File: src/rtl/cpu_stat_pkg.sv
// Shared constants for the ecall service / run-statistics block.
package cpu_stat_pkg;

  localparam int unsigned ECALL_HALT = 10;
  localparam int unsigned ECALL_DISP = 34;
  localparam int unsigned CNT_W_DEF  = 32;

  localparam logic [0:0] RUN    = 1'b0;
  localparam logic [0:0] HALTED = 1'b1;

endpackage

File: src/rtl/ecall_stat_unit_if.sv
// Decode-side bundle between the CPU datapath and ecall_stat_unit.
interface ecall_stat_unit_if
  import cpu_stat_pkg::*;
#(
  parameter int unsigned CNT_W = CNT_W_DEF
);
  logic             is_ecall;
  logic             is_jump;
  logic             is_branch;
  logic             branch_taken;
  logic [31:0]      a7;
  logic [31:0]      a0;
  logic             go;
  logic             pc_en;
  logic             halted;
  logic [31:0]      disp_data;
  logic [CNT_W-1:0] cycle_cnt;
  logic [CNT_W-1:0] jump_cnt;
  logic [CNT_W-1:0] branch_cnt;
  logic [CNT_W-1:0] taken_cnt;

  modport master (
    output is_ecall, is_jump, is_branch, branch_taken, a7, a0, go,
    input  pc_en, halted, disp_data, cycle_cnt, jump_cnt, branch_cnt, taken_cnt
  );

  modport slave (
    input  is_ecall, is_jump, is_branch, branch_taken, a7, a0, go,
    output pc_en, halted, disp_data, cycle_cnt, jump_cnt, branch_cnt, taken_cnt
  );
endinterface

File: src/rtl/stat_counter.sv
// Wrapping up-counter with enable, async active-low reset.
module stat_counter #(
  parameter int unsigned W = 32
) (
  input  logic         clk,
  input  logic         rst_n,
  input  logic         inc,
  output logic [W-1:0] count
);

  always_ff @(posedge clk or negedge rst_n) begin
    if (!rst_n) begin
      count <= '0;
    end else if (inc) begin
      count <= count + W'(1);
    end
  end

endmodule

File: src/rtl/ecall_stat_unit.sv
// Ecall halt/display service, PC write gating and run-statistics counters.
module ecall_stat_unit
  import cpu_stat_pkg::*;
#(
  parameter int unsigned CNT_W     = CNT_W_DEF,
  parameter int unsigned HALT_CODE = ECALL_HALT,
  parameter int unsigned DISP_CODE = ECALL_DISP
) (
  input logic              clk,
  input logic              rst_n,
  ecall_stat_unit_if.slave bus
);

  logic [0:0]  state_q, state_d;
  logic        go_q;
  logic        skip_halt_q, skip_halt_d;
  logic [31:0] disp_q;
  logic        in_run;
  logic        halt_hit;
  logic        disp_hit;
  logic        go_rise;
  logic        pc_en;

  assign in_run   = (state_q == RUN);
  assign halt_hit = in_run & bus.is_ecall & (bus.a7 == 32'(HALT_CODE)) & ~skip_halt_q;
  assign disp_hit = in_run & bus.is_ecall & (bus.a7 == 32'(DISP_CODE));
  assign go_rise  = bus.go & ~go_q;
  assign pc_en    = in_run & ~halt_hit;

  always_comb begin
    state_d     = state_q;
    skip_halt_d = skip_halt_q;
    if (in_run) begin
      skip_halt_d = 1'b0;
      if (halt_hit) state_d = HALTED;
    end else if (go_rise) begin
      // Let the re-fetched halting ecall retire once instead of re-halting.
      state_d     = RUN;
      skip_halt_d = 1'b1;
    end
  end

  always_ff @(posedge clk or negedge rst_n) begin
    if (!rst_n) begin
      state_q     <= RUN;
      go_q        <= 1'b0;
      skip_halt_q <= 1'b0;
      disp_q      <= '0;
    end else begin
      state_q     <= state_d;
      go_q        <= bus.go;
      skip_halt_q <= skip_halt_d;
      if (disp_hit) disp_q <= bus.a0;
    end
  end

  assign bus.pc_en     = pc_en;
  assign bus.halted    = (state_q == HALTED);
  assign bus.disp_data = disp_q;

  stat_counter #(.W(CNT_W)) u_cycle_cnt (
    .clk   (clk),
    .rst_n (rst_n),
    .inc   (pc_en),
    .count (bus.cycle_cnt)
  );

  stat_counter #(.W(CNT_W)) u_jump_cnt (
    .clk   (clk),
    .rst_n (rst_n),
    .inc   (pc_en & bus.is_jump),
    .count (bus.jump_cnt)
  );

  stat_counter #(.W(CNT_W)) u_branch_cnt (
    .clk   (clk),
    .rst_n (rst_n),
    .inc   (pc_en & bus.is_branch),
    .count (bus.branch_cnt)
  );

  stat_counter #(.W(CNT_W)) u_taken_cnt (
    .clk   (clk),
    .rst_n (rst_n),
    .inc   (pc_en & bus.is_branch & bus.branch_taken),
    .count (bus.taken_cnt)
  );

endmodule

File: src/flat_wrapper.sv
// flat-port wrapper written by rule: the top's interface ports become plain ports
module ecall_stat_unit_flat import cpu_stat_pkg::*;
#(
  parameter int unsigned CNT_W     = CNT_W_DEF,
  parameter int unsigned HALT_CODE = ECALL_HALT,
  parameter int unsigned DISP_CODE = ECALL_DISP
)
  (clk, rst_n, bus_is_ecall, bus_is_jump, bus_is_branch, bus_branch_taken, bus_a7, bus_a0, bus_go, bus_pc_en, bus_halted, bus_disp_data, bus_cycle_cnt, bus_jump_cnt, bus_branch_cnt, bus_taken_cnt);
  ecall_stat_unit_if #(.CNT_W(CNT_W)) bus_i ();
  input logic clk;
  input logic rst_n;
  input wire logic [$bits(bus_i.is_ecall)-1:0] bus_is_ecall;
  input wire logic [$bits(bus_i.is_jump)-1:0] bus_is_jump;
  input wire logic [$bits(bus_i.is_branch)-1:0] bus_is_branch;
  input wire logic [$bits(bus_i.branch_taken)-1:0] bus_branch_taken;
  input wire logic [$bits(bus_i.a7)-1:0] bus_a7;
  input wire logic [$bits(bus_i.a0)-1:0] bus_a0;
  input wire logic [$bits(bus_i.go)-1:0] bus_go;
  output wire logic [$bits(bus_i.pc_en)-1:0] bus_pc_en;
  output wire logic [$bits(bus_i.halted)-1:0] bus_halted;
  output wire logic [$bits(bus_i.disp_data)-1:0] bus_disp_data;
  output wire logic [$bits(bus_i.cycle_cnt)-1:0] bus_cycle_cnt;
  output wire logic [$bits(bus_i.jump_cnt)-1:0] bus_jump_cnt;
  output wire logic [$bits(bus_i.branch_cnt)-1:0] bus_branch_cnt;
  output wire logic [$bits(bus_i.taken_cnt)-1:0] bus_taken_cnt;
  assign bus_i.is_ecall = bus_is_ecall;
  assign bus_i.is_jump = bus_is_jump;
  assign bus_i.is_branch = bus_is_branch;
  assign bus_i.branch_taken = bus_branch_taken;
  assign bus_i.a7 = bus_a7;
  assign bus_i.a0 = bus_a0;
  assign bus_i.go = bus_go;
  assign bus_pc_en = bus_i.pc_en;
  assign bus_halted = bus_i.halted;
  assign bus_disp_data = bus_i.disp_data;
  assign bus_cycle_cnt = bus_i.cycle_cnt;
  assign bus_jump_cnt = bus_i.jump_cnt;
  assign bus_branch_cnt = bus_i.branch_cnt;
  assign bus_taken_cnt = bus_i.taken_cnt;
  ecall_stat_unit #(.CNT_W(CNT_W), .HALT_CODE(HALT_CODE), .DISP_CODE(DISP_CODE)) u_core (.clk(clk), .rst_n(rst_n), .bus(bus_i));
endmodule
File: config.mk
export PLATFORM = sky130hd
export DESIGN_NAME = ecall_stat_unit_flat
export DESIGN_NICKNAME = d
export VERILOG_FILES = /design/src/rtl/cpu_stat_pkg.sv /design/src/rtl/ecall_stat_unit_if.sv /design/src/rtl/stat_counter.sv /design/src/rtl/ecall_stat_unit.sv /design/src/flat_wrapper.sv
export SDC_FILE = /design/constraint.sdc
export NUM_CORES = 1
export LEC_CHECK = 0
export ABC_AREA = 1
export CORE_MARGIN = 2
export CORE_UTILIZATION = 51
export DETAILED_ROUTE_END_ITERATION = 12
export HOLD_SLACK_MARGIN = 0.08
export PLACE_DENSITY = 0.85
export REMOVE_ABC_BUFFERS = 1
export SLEW_MARGIN = 40
export SYNTH_ARGS = -nofsm -noshare
export SYNTH_HDL_FRONTEND = slang
export SYNTH_SLANG_ARGS = --single-unit
export TNS_END_PERCENT = 5
File: constraint.sdc
create_clock -name clk -period 2.3 [get_ports clk]
set_clock_uncertainty 0.05 [all_clocks]
set_input_delay 0.46 -clock clk [delete_from_list [all_inputs] [get_ports clk]]
set_output_delay 0.46 -clock clk [all_outputs]
set_load 0.05 [all_outputs]
After elaboration in Yosys (flattened, before gate mapping):

Cells that the tools add are included.

* eq/ne operators: 3
* $add $sub $neg: 4
* muxes and demuxes: 5
* shift operators: 0
* reduce and logical (&&, ||, !) cells: 0
* multipliers: 0
* magnitude comparators: 0
* div/mod/pow operators: 0
* bitwise logic cells: 13

Operators with widths (count)
* 32-bit by 1-bit adder with 32-bit output, second input constant: 4
* 32-bit by 4-bit equality test with 1-bit output, second input constant: 1
* 32-bit by 6-bit equality test with 1-bit output, second input constant: 1
* 1-bit bitwise AND: 9
* 1-bit 2-to-1 mux: 5
* 1-bit NOT: 4
* 2-bit inequality test, second input constant: 1

* word-level logic and storage cells: 33
* output and inout port bits: 162
* register bits: 163
* bits in latches: 0
* memories kept: 0
* bits in read-only memories: 0
* input bits: 71
* memory bits (writable): 0

Logic depth before layout (Yosys ltp):

* depth after elaboration: 8
* gate-level depth with buffers: 12
* depth with buffers taken out: 11

Modules after synthesis:

From an unflattened synthesis, not the netlist that was laid out.

* cell total of the unflattened synthesis: 1107
* area, all modules: 8668.3 µm²

By module, submodules not included
* stat_counter: seq. area each 800.8 µm², area each 1761.7 µm², cells an instance 229, times used 4
* ecall_stat_unit: seq. area each 875.8 µm², area each 1621.6 µm², cells an instance 191, times used 1

Worst setup path before layout:

Ideal clock, no wire load.

* kind: register to output
* start: register u_core.state_q (netlist: u_core.bus.halted)
* end: output port bus_pc_en
* slack: 168 ps
* cell stages (with the launch flop): 9
* path buffers: 2
* data required time: 1790 ps
* data arrival time: 1622 ps
* cells stage by stage: dfrtp_1 -> inv_4 -> nand2_2 -> nor2_4 -> nand3_1 -> nor2_2 -> nor2_4 -> buf_6 -> buf_6

* word-level cells in the longest chain between the ends: 6

Ends and longest elaborated chain
* start, declared: RTL line ecall_stat_unit.sv:14 `logic [0:0] state_q, state_d;`
* start signal, assigned: RTL line ecall_stat_unit.sv:50 `state_q <= state_d;`
* 1-bit NOT *: RTL line ecall_stat_unit.sv:24 `assign in_run = (state_q == RUN);`
* 1-bit bitwise AND (3 in series): RTL line ecall_stat_unit.sv:25 `assign halt_hit = in_run & bus.is_ecall & (bus.a7 == 32'(HALT_CODE)) & ~skip_halt_q;`
* 1-bit NOT: RTL line ecall_stat_unit.sv:28 `assign pc_en = in_run & ~halt_hit;`
* 1-bit bitwise AND *: RTL line ecall_stat_unit.sv:28
* end, declared: RTL line flat_wrapper.sv:19 `output wire logic [$bits(bus_i.pc_en)-1:0] bus_pc_en;`

Mark *: on every way between the ends. The rest lies on a longest branch, timed or not.

Final worst setup path:

* start: register u_core.state_q (netlist: u_core.bus.halted)
* end: output port bus_halted

RTL lines
* end, declared: RTL line flat_wrapper.sv:20 `output wire logic [$bits(bus_i.halted)-1:0] bus_halted;`

No word-level cell between the ends.

==> reports/results.tsv <==
metric	value	unit
run_status	complete, no violations	
cts-htree-levels	4	
clkSinkCount	163	
setup_viol_count_final	0	
syn_area_per_cell	6.77	sq um
total_routed_wirelength	27300	um
post_layout_nonfiller_instances	1970	
syn2layout_area_growth	33.1	%
drtIter0Drc	772	
yosys_register_bits	163	
final-max-slew-violation-count	0	
grt_pass1_wl	45500	um
areal_power_density_over_the_cells	603	nW/um^2
cp_slowest_stage_delay	0.87	ns
max_slew_margin	0.517	
yosys_warnings	0	
crit_slowest_cell	sky130_fd_sc_hd__clkdlybuf4s50_1	
boundaryPins	233	
ys_top_cells_by_area	sky130_fd_sc_hd__dfrtp_1, sky130_fd_sc_hd__nand2_1, sky130_fd_sc_hd__nor2_1	
total_power	7.93	mW
irDropWorstVdd	0.523	mV
core_area	18800	sq um
worst_setup_hold_path_clk_slew	0.07	ns
critical_path_fanout_max	3	
rows	50	
cts_buffers	17	
cellLeakagePower	6.38	nW
vias_in_the_first_global_route	9620	
overflow	0	
syn-instance-count	1460	
synth_largest_type_area_fraction	0.413	
placement.io_buffers	232	
final.setup.tns	0	ns
finalHoldWorstSlack	0.435	ns
clk-insertion-delay-late	0.43	ns
grtUsageTotal	0.276	
detail_route.drc_violations	0	
layout.nets	1772	
clockRootBuffer	sky130_fd_sc_hd__clkbuf_16	
drive_gt1_frac	0.0474	
antenna_violating_nets_left	0	
critPathCaptureType	output port	
place_congestion	0.957	
grt_max_degree	65	
cp_num_buf_inv	1	
fill_cells	1546	
period_share	0.997	
crit_required	1.79	ns
floorplan.initialDensity	0.525	
yosys.area.top_type	sky130_fd_sc_hd__dfrtp_1	
layout_min_cycle_time	2.29	ns
grt_setup_unrepaired	yes	
vert_die_dim	143	um
crit_type	reg2out	
post_synth_instance_area	9880	sq um
clock_tree.buffer_depth	2	
hold_viol	0	
ys_seq_area_frac	0.413	
worst_hold_path_type	reg2reg	
post_dp_cell_area	12500	sq um
tritoncts	yes	
timing.critical_path.from_type	flop	
wire_per_inst	13.8	um
synth_cell_type_count	28	
dieWidth	143	um
antenna_violations_before_repair	0	
tightest_slew	0.723	ns
die-area	20500	sq um
max_cap_check_violation_count	0	
drt_pre_antenna_iters	5	
antenna_cells_inserted	0	
dp_cells	1934	
cp_data_arrival_time	1.78	ns
num_vias	10200	
postLayoutCellArea	13100	sq um
number_of_vias_per_cell	5.17	
path_cells	clkdlybuf4s50_1	
detailedPlacementHpwl	20400	um
timing.fmax	0.436	GHz
path_delay_family	buffers and inverters	
-- report_power, final --
part | switching, mW | leakage [nW] | internal [mW] | total [mW]
sequential | 0.250 | 2.25 | 3.04 | 3.29
combinational | 1.12 | 3.85 | 0.614 | 1.74
clock | 1.19 | 0.285 | 1.71 | 2.90
-- cell type report --
| type | instances | area, sq um | area share |
|---|---|---|---|
| multi-input cells | 1132 | 5060 | 0.385 |
| inverters | 127 | 479 | 0.0364 |
| well taps | 260 | 325 | 0.0247 |
| repair buffers | 256 | 2610 | 0.199 |
| clock inverters | 12 | 155 | 0.0118 |
| flip-flops and latches | 163 | 4080 | 0.310 |
| clock buffers | 20 | 437 | 0.0332 |
-- stage by stage --
stage	utilization	worst slack (ns)
after floorplan	-	-0.839
after global placement	0.662	-0.0913
after detailed placement	0.662	-0.146
after CTS	0.694	-0.00976
after global routing	0.698	-0.0550
final	0.698	0.00803
-- metal layers --
metal | GRT usage | up-vias | wire length (um)
li1 | - | 5015 | -
met1 | 0.351 | 4666 | 11300
met2 | 0.457 | 444 | 12900
met3 | 0.0687 | 62 | 2290
met4 | 0.100 | 0 | 702
met5 | 0 | - | 0
-- layout by cell type (no fill, tap or decap), drive strengths merged --
cell / netlist / routed
buf: 25 / 34
bufinv: 0 / 3
clkbuf: 13 / 20
clkdlybuf4s50: 0 / 199
clkinv: 0 / 5
clkinvlp: 0 / 2
dfrtp: 163 / 163
dlygate4sd2: 0 / 2
dlygate4sd3: 0 / 1
dlymetal6s2s: 0 / 20
ha: 4 / 4
inv: 127 / 129
nand2: 657 / 657
nand3: 36 / 36
nand3b: 17 / 17
nand4: 62 / 62
nor2: 207 / 207
nor3: 28 / 28
nor3b: 1 / 1
o21ai: 58 / 58
xnor2: 15 / 15
xor2: 47 / 47
-- flip-flops by register name (all words and copies together) (netlist names) --
register                   count
u_core.u_cycle_cnt.count      32
u_core.u_jump_cnt.count       32
u_core.bus.disp_data          32
u_core.go_q                    1
u_core.u_taken_cnt.count      32
u_core.u_branch_cnt.count     32
u_core.skip_halt_q             1
u_core.bus.halted              1
-- cells by family (layout without fill, tap and decap cells) --
group,count (synthesis),count (layout),share of synthesized area
adders and majority gates,4,4,0.00507
buffers and inverters,165,415,0.0755
and+or+nand+nor,1008,1008,0.422
AOI/OAI and AO/OA,58,58,0.0294
xor gates and xnor gates,62,62,0.0550
DFF,163,163,0.413
-- cells in the mapped netlist --
library cell	n
sky130_fd_sc_hd__nand3b_1	17
sky130_fd_sc_hd__o21ai_1	13
sky130_fd_sc_hd__nor3_1	27
sky130_fd_sc_hd__nor2_4	4
sky130_fd_sc_hd__nand2_2	3
sky130_fd_sc_hd__nand4_4	1
sky130_fd_sc_hd__nand3_1	36
sky130_fd_sc_hd__ha_1	4
sky130_fd_sc_hd__buf_1	1
sky130_fd_sc_hd__nand2_1	652
sky130_fd_sc_hd__nor3_2	1
sky130_fd_sc_hd__inv_2	1
sky130_fd_sc_hd__clkbuf_1	13
sky130_fd_sc_hd__xnor2_1	15
sky130_fd_sc_hd__nand2_4	2
sky130_fd_sc_hd__o21ai_0	45
sky130_fd_sc_hd__buf_4	10
sky130_fd_sc_hd__buf_6	11
sky130_fd_sc_hd__nor3b_1	1
sky130_fd_sc_hd__nand4_2	1
sky130_fd_sc_hd__xor2_1	47
sky130_fd_sc_hd__nand4_1	60
sky130_fd_sc_hd__buf_2	3
sky130_fd_sc_hd__inv_4	1
sky130_fd_sc_hd__nor2_1	200
sky130_fd_sc_hd__inv_1	125
sky130_fd_sc_hd__dfrtp_1	163
sky130_fd_sc_hd__nor2_2	3
-- what timing repair did --
item	in CTS	in global routing
hold buffers	1	0
gates resized for setup	3	20
hold endpoints to repair	45	0
setup buffers	0	3
endpoints found under the setup margin	3	21
pin swaps	0	1
-- worst paths after layout --
check                                        start  slack, ns                      endpoint  cells past startpoint
max                              u_core.bus.halted      0.008                    bus_halted                      1
min                        u_core.bus.disp_data[2]       0.43       u_core.bus.disp_data[2]                      2
max reg2reg                      u_core.bus.halted       0.32   u_core.u_cycle_cnt.count[6]                     10
min reg2reg                u_core.bus.disp_data[2]       0.43       u_core.bus.disp_data[2]                      2
max in group asynchronous                    rst_n       0.99  u_core.u_cycle_cnt.count[11]                      3
min in group asynchronous                    rst_n       0.50      u_core.bus.disp_data[29]                      2
No activity file was read; power rests on OpenSTA's default activity.
